`src/rtl/uart_pkg.sv`:
```
// ---------------------------------------------------------------------------
// uart_pkg
// Shared definitions for the UART receive path (and the transmitter that will
// import it later): receiver FSM state type, default baud divisor and the
// number of data bits per frame.
// ---------------------------------------------------------------------------
package uart_pkg;

  localparam int DEFAULT_CLKS_PER_BIT = 868;
  localparam int UART_DATA_BITS       = 8;

  typedef enum logic [2:0] {
    IDLE,
    START,
    DATA,
    STOP,
    WAIT_IDLE
  } uart_rx_state_t;

endpackage

```
`src/rtl/uart_rx_fifo.sv`:
```
// ---------------------------------------------------------------------------
// uart_rx_fifo
// Small synchronous FIFO that buffers received bytes while the consumer is
// stalled. A push while full is accepted only when a pop happens in the same
// cycle (the pop frees the slot first).
//
// Ports:
//   clk    - system clock, rising edge
//   rst    - asynchronous reset, active low
//   push   - write din (ignored when full without a simultaneous pop)
//   pop    - remove head entry (ignored when empty)
//   din    - write data
//   dout   - head entry, valid while !empty
//   full   - DEPTH entries stored
//   empty  - no entries stored
// ---------------------------------------------------------------------------
module uart_rx_fifo #(
  parameter int DEPTH = 4,
  parameter int WIDTH = 8
) (
  input  logic             clk,
  input  logic             rst,
  input  logic             push,
  input  logic             pop,
  input  logic [WIDTH-1:0] din,
  output logic [WIDTH-1:0] dout,
  output logic             full,
  output logic             empty
);

  localparam int         AW      = $clog2(DEPTH);
  localparam logic [AW:0] PTR_ONE = 1;

  logic [AW:0]      r_wrPtr;
  logic [AW:0]      r_rdPtr;
  logic [WIDTH-1:0] r_mem [DEPTH];
  logic             w_doPop;
  logic             w_doPush;

  // The extra MSB on each pointer tells a wrapped (full) FIFO from an empty one.
  assign empty    = (r_wrPtr == r_rdPtr);
  assign full     = (r_wrPtr[AW] != r_rdPtr[AW]) && (r_wrPtr[AW-1:0] == r_rdPtr[AW-1:0]);
  assign w_doPop  = pop && !empty;
  assign w_doPush = push && (!full || w_doPop);
  assign dout     = r_mem[r_rdPtr[AW-1:0]];

  // Storage is cleared on reset so the head reads 0 out of reset.
  always_ff @(posedge clk or negedge rst) begin
    if (!rst) begin
      r_wrPtr <= '0;
      r_rdPtr <= '0;
      for (int i = 0; i < DEPTH; i++) begin
        r_mem[i] <= '0;
      end
    end else begin
      if (w_doPush) begin
        r_mem[r_wrPtr[AW-1:0]] <= din;
        r_wrPtr                <= r_wrPtr + PTR_ONE;
      end
      if (w_doPop) begin
        r_rdPtr <= r_rdPtr + PTR_ONE;
      end
    end
  end

endmodule

```
`src/rtl/uart_rx.sv`:
```
// ---------------------------------------------------------------------------
// uart_rx
// 8N1 UART receiver. The serial line is synchronised, start edges are
// detected, each bit is sampled at mid-bit, and completed bytes are queued in
// a small FIFO presented on a valid/ready interface.
//
// Ports:
//   clk       - system clock, rising edge
//   rst       - asynchronous reset, active low
//   rx        - serial input, idle high, asynchronous to clk
//   rx_data   - byte at the FIFO head
//   rx_valid  - FIFO holds at least one byte
//   rx_ready  - consumer takes the head byte when rx_valid is high
//   frame_err - one-cycle pulse when a stop bit is sampled low
//   overrun   - sticky: a good byte was dropped because the FIFO was full
//   err_clr   - clears overrun (a same-cycle set wins)
//   busy      - receiver FSM is not idle
// ---------------------------------------------------------------------------
module uart_rx
  import uart_pkg::*;
#(
  parameter int CLKS_PER_BIT = DEFAULT_CLKS_PER_BIT,
  parameter int FIFO_DEPTH   = 4
) (
  input  logic       clk,
  input  logic       rst,
  input  logic       rx,
  output logic [7:0] rx_data,
  output logic       rx_valid,
  input  logic       rx_ready,
  output logic       frame_err,
  output logic       overrun,
  input  logic       err_clr,
  output logic       busy
);

  localparam int          CW        = $clog2(CLKS_PER_BIT);
  localparam logic [CW-1:0] HALF_LAST = CW'(CLKS_PER_BIT / 2 - 1);
  localparam logic [CW-1:0] BIT_LAST  = CW'(CLKS_PER_BIT - 1);
  localparam logic [CW-1:0] CNT_ONE   = 1;

  uart_rx_state_t              r_state;
  uart_rx_state_t              w_nextState;
  logic                        r_sync1;
  logic                        r_sync2;
  logic                        r_rxsPrev;
  logic [CW-1:0]               r_baudCnt;
  logic [2:0]                  r_bitCnt;
  logic [UART_DATA_BITS-1:0]   r_shift;
  logic                        r_frameErr;
  logic                        r_overrun;
  logic                        w_tick;
  logic                        w_push;
  logic                        w_pop;
  logic                        w_overrunSet;
  logic                        w_frameErrSet;
  logic                        w_full;
  logic                        w_empty;

  // Two-flop synchroniser plus one history flop for falling-edge detection.
  // All flops reset to the idle line level so reset never looks like a start.
  always_ff @(posedge clk or negedge rst) begin
    if (!rst) begin
      r_sync1   <= 1'b1;
      r_sync2   <= 1'b1;
      r_rxsPrev <= 1'b1;
    end else begin
      r_sync1   <= rx;
      r_sync2   <= r_sync1;
      r_rxsPrev <= r_sync2;
    end
  end

  always_ff @(posedge clk or negedge rst) begin
    if (!rst) begin
      r_state <= IDLE;
    end else begin
      r_state <= w_nextState;
    end
  end

  assign w_pop = !w_empty && rx_ready;

  // Next state and sample strobes. The stop sample is at mid-bit, so the
  // remaining half stop bit is spent in IDLE ready for a back-to-back start.
  always_comb begin
    w_nextState   = r_state;
    w_tick        = 1'b0;
    w_push        = 1'b0;
    w_overrunSet  = 1'b0;
    w_frameErrSet = 1'b0;
    case (r_state)
      IDLE: begin
        if (r_rxsPrev && !r_sync2) begin
          w_nextState = START;
        end
      end
      START: begin
        if (r_baudCnt == HALF_LAST) begin
          w_tick      = 1'b1;
          w_nextState = r_sync2 ? IDLE : DATA;
        end
      end
      DATA: begin
        if (r_baudCnt == BIT_LAST) begin
          w_tick = 1'b1;
          if (r_bitCnt == 3'd7) begin
            w_nextState = STOP;
          end
        end
      end
      STOP: begin
        if (r_baudCnt == BIT_LAST) begin
          w_tick = 1'b1;
          if (r_sync2) begin
            w_nextState = IDLE;
            if (!w_full || w_pop) begin
              w_push = 1'b1;
            end else begin
              w_overrunSet = 1'b1;
            end
          end else begin
            w_frameErrSet = 1'b1;
            w_nextState   = WAIT_IDLE;
          end
        end
      end
      WAIT_IDLE: begin
        if (r_sync2) begin
          w_nextState = IDLE;
        end
      end
      default: w_nextState = IDLE;
    endcase
  end

  // Baud/bit counters and the shift register. Counters sit at zero while idle,
  // which also serves as the load-with-zero on a detected start edge.
  always_ff @(posedge clk or negedge rst) begin
    if (!rst) begin
      r_baudCnt  <= '0;
      r_bitCnt   <= '0;
      r_shift    <= '0;
      r_frameErr <= 1'b0;
      r_overrun  <= 1'b0;
    end else begin
      if (r_state == IDLE || r_state == WAIT_IDLE || w_tick) begin
        r_baudCnt <= '0;
      end else begin
        r_baudCnt <= r_baudCnt + CNT_ONE;
      end
      if (r_state == IDLE) begin
        r_bitCnt <= '0;
      end else if (r_state == DATA && w_tick) begin
        r_bitCnt <= r_bitCnt + 3'd1;
      end
      if (r_state == DATA && w_tick) begin
        r_shift <= {r_sync2, r_shift[UART_DATA_BITS-1:1]};
      end
      r_frameErr <= w_frameErrSet;
      r_overrun  <= w_overrunSet | (r_overrun & ~err_clr);
    end
  end

  uart_rx_fifo #(
    .DEPTH(FIFO_DEPTH),
    .WIDTH(UART_DATA_BITS)
  ) u_fifo (
    .clk  (clk),
    .rst  (rst),
    .push (w_push),
    .pop  (w_pop),
    .din  (r_shift),
    .dout (rx_data),
    .full (w_full),
    .empty(w_empty)
  );

  assign rx_valid  = !w_empty;
  assign frame_err = r_frameErr;
  assign overrun   = r_overrun;
  assign busy      = (r_state != IDLE);

endmodule

```
`config.mk`:
```
export PLATFORM = sky130hd
export DESIGN_NAME = uart_rx
export DESIGN_NICKNAME = d
export VERILOG_FILES = /design/src/rtl/uart_pkg.sv /design/src/rtl/uart_rx_fifo.sv /design/src/rtl/uart_rx.sv
export SDC_FILE = /design/constraint.sdc
export NUM_CORES = 1
export LEC_CHECK = 0
export ABC_AREA = 1
export CAP_MARGIN = 40
export CORE_UTILIZATION = 52
export DETAILED_ROUTE_END_ITERATION = 8
export GPL_TIMING_DRIVEN = 0
export PLACE_DENSITY = 0.8
export SLEW_MARGIN = 25
export SYNTH_ARGS = -nofsm -noshare
export SYNTH_HDL_FRONTEND = slang
export SYNTH_SLANG_ARGS = --single-unit
export TNS_END_PERCENT = 5
```
`constraint.sdc`:
```
create_clock -name clk -period 4.7 [get_ports clk]
set_input_delay 0.47 -clock clk [delete_from_list [all_inputs] [get_ports clk]]
set_output_delay 0.47 -clock clk [all_outputs]
set_load 0.02 [all_outputs]
```
==> flow_summary.yaml <==
global_routing:
  grt_overflow_total: 0
  grt_pass1_vias: 2455
  grt_pass1_wl_mm: 11.8
  track_usage: 0.217
  grt_start_max_net_pins: 50
  antenna_found_initial: 0
detailed_routing:
  drt_iter0_markers: 169
  wl_per_cell_um: 14.2
  avgViaCountPerCell: 5.25
  vias: 2501
  drc: 0
  wl_mm: 6.74
  postRouteAntennaNets: 0
  firstDrtPassIters: 5
sta:
  fmaxAchievable_mhz: 328
  worstMarginPinSlew_ns: 0.543
  maxSlewViolCount: 0
  worst_clock_skew_ns: 0.0119
  period_minus_slack_ns: 3.05
  finalSetupTns_ns: 0
  hold_viol: 0
  fin_crit_sh: 0.648
  worst_hold_slack_ns: 0.360
  setup_violations: 0
  maxSlewHeadroom: 0.638
  rsz0062_at_grt: "false"
finish:
  diodes: 0
  layout_commonest_cell: "nand2_1"
  drive_above_1_share: 0.228
  multi_input_area_um2: 1540
  fillers: 533
  seq_area_um2: 1680
  syn_to_final_growth_pct: 14.2
  fin_nets: 408
  layout.cells.most_common_list: "73 x nand2_1, 64 x dfrtp_1, 42 x nor2_1"
power:
  power.total_mw: 1.27
  p_per_area_nw_per_um2: 326
  p_leak_nw: 1.76
  vdd_ir_drop_max_mv: 0.222
die:
  fp.coreArea_um2: 6310
  die_area_um2: 6860
  rows: 29
  start_util: 0.538
  die_h_um: 82.9
  die_x_um: 82.9
  ios: 17
placed_design:
  gp_congestion: 0.783
  dp_hpwl_mm: 4.60
  port_buffers: 16
worst_setup_path:
  crit_type: "reg -> out"
  r2r_setup_slack_ns: 2.89
  path_cells: "buf_2 > inv_1 > buf_1 > nor2_1 > o22ai_1 > clkdlybuf4s50_1"
  cp_slowest_cell: "clkdlybuf4s50_1"
  r2r_cells: 9
  worst_path_largest_cell_delay_ns: 0.64
  endpoint_kind: "output pin"
  path_delay_family: "buffers and inverters"
  arrival_ns: 2.58
  critPathMaxFanout: 10
  r2r-start: "r_baudCnt[0]"
  endpoint: "rx_data[7]"
  crit_path_start_kind: "register"
  cp.required_ns: 4.23
  crit_buf_inv: 4
  crit_start: "u_fifo.r_rdPtr[0]"
  r2r_end: "u_fifo.r_mem[6]"
  cp_num_cells: 6
min_path:
  hold_class: "reg -> reg"
yosys:
  synthDistinctLibCells: 32
  ys_warn_count: 0
  syn_nets: 379
  syn_area_um2: 3400
  seq_area_frac_synth: 0.494
  avgSynthCellArea_um2: 9.31
  ys_seq_elements: 67
  synthCells: 365
run:
  maxCapViolCount: 0
clock_network:
  cts_made_buffers: 9
  cts_hold_buf: 1
  tritoncts: "yes"
  cts-root-buf: "clkbuf_8"
  cts.clk_slew.worst_paths_ns: 0.08
  cts_resized: 0
  postCtsSetupRepairBufs: 0
  worstSkewPairLatency_ns: 0.35
  htreeDepth: 3
  cts_max_path_buffers: 2
  cts_sinks: 67
run_status:
  outcome: "complete, no violations"
## cells by family after synthesis
family / share of synthesized area
compound gates: 0.141
xor+xnor: 0.0309
fa+ha+maj: 0.0331
buf+inv: 0.0541
flops: 0.494
simple gates: 0.247
## synth_stat cells, drive strengths merged
| master | n | share of area |
|---|---|---|
| nand2 | 85 | 0.10 |
| a21oi | 4 | 0.0059 |
| xnor2 | 4 | 0.010 |
| clkbuf | 2 | 0.0022 |
| dfstp | 3 | 0.023 |
| inv | 28 | 0.031 |
| nor2 | 47 | 0.064 |
| or2 | 1 | 0.0018 |
| nor3 | 4 | 0.0074 |
| a21o | 1 | 0.0022 |
| nand3 | 28 | 0.060 |
| o21ai | 54 | 0.12 |
| buf | 9 | 0.021 |
| ha | 9 | 0.033 |
| nand3b | 2 | 0.0044 |
| o22ai | 8 | 0.015 |
| dfrtp | 64 | 0.47 |
| a31oi | 1 | 0.0018 |
| nand4 | 3 | 0.0055 |
| xor2 | 8 | 0.021 |
## metal layers
layer | GRT usage | part of all wire | routed length (um)
met5 | 0 | 0 | 0
met4 | 0.102 | 0.015 | 98
met3 | 0.0457 | 0.030 | 202
met2 | 0.348 | 0.50 | 3360
met1 | 0.284 | 0.46 | 3070
## per-stage QoR
step,util,cell area [um2],setup WS (ns),std cells
CTS,0.615,3880,1.64,476
finish,0.615,3880,1.65,476
global route,0.615,3880,1.49,476
global placement,0.579,3660,0.907,458
detailed placement,0.583,3680,2.04,459
floorplan,-,3400,2.84,365
## flip-flops by register name, summed over array words and instances, names as in the netlist, 3 cells and up
signal          cells
u_fifo.r_mem       32
r_baudCnt          10
r_shift             8
r_bitCnt            3
r_state             3
u_fifo.r_rdPtr      3
u_fifo.r_wrPtr      3
## layout make-up
| type | count | share of cell area |
|---|---|---|
| well taps | 77 | 0.0248 |
| inverters | 28 | 0.0271 |
| plain buffers | 11 | 0.0203 |
| flip-flops and latches | 67 | 0.433 |
| repair buffers | 18 | 0.0503 |
| multi-input cells | 259 | 0.395 |
| clock buffers | 9 | 0.0319 |
| clock inverters | 7 | 0.0177 |
## worst min-delay path by stage
stage	slack, ns	cells past startpoint	start	to
finish	0.36	0	r_sync1	r_sync2
global route	0.37	0	r_sync1	r_sync2
detailed placement	0.35	0	r_sync1	r_sync2
CTS	0.36	0	r_sync1	r_sync2
floorplan	0.17	0	rst	frame_err
global placement	0.35	0	r_sync1	r_sync2
## where the power goes
part | switching [mW] | internal, mW
Clock | 0.230 | 0.243
Sequential | 0.0233 | 0.596
Combinational | 0.116 | 0.0598
Total | 0.369 | 0.898
Power figures use the tool's default switching activity.
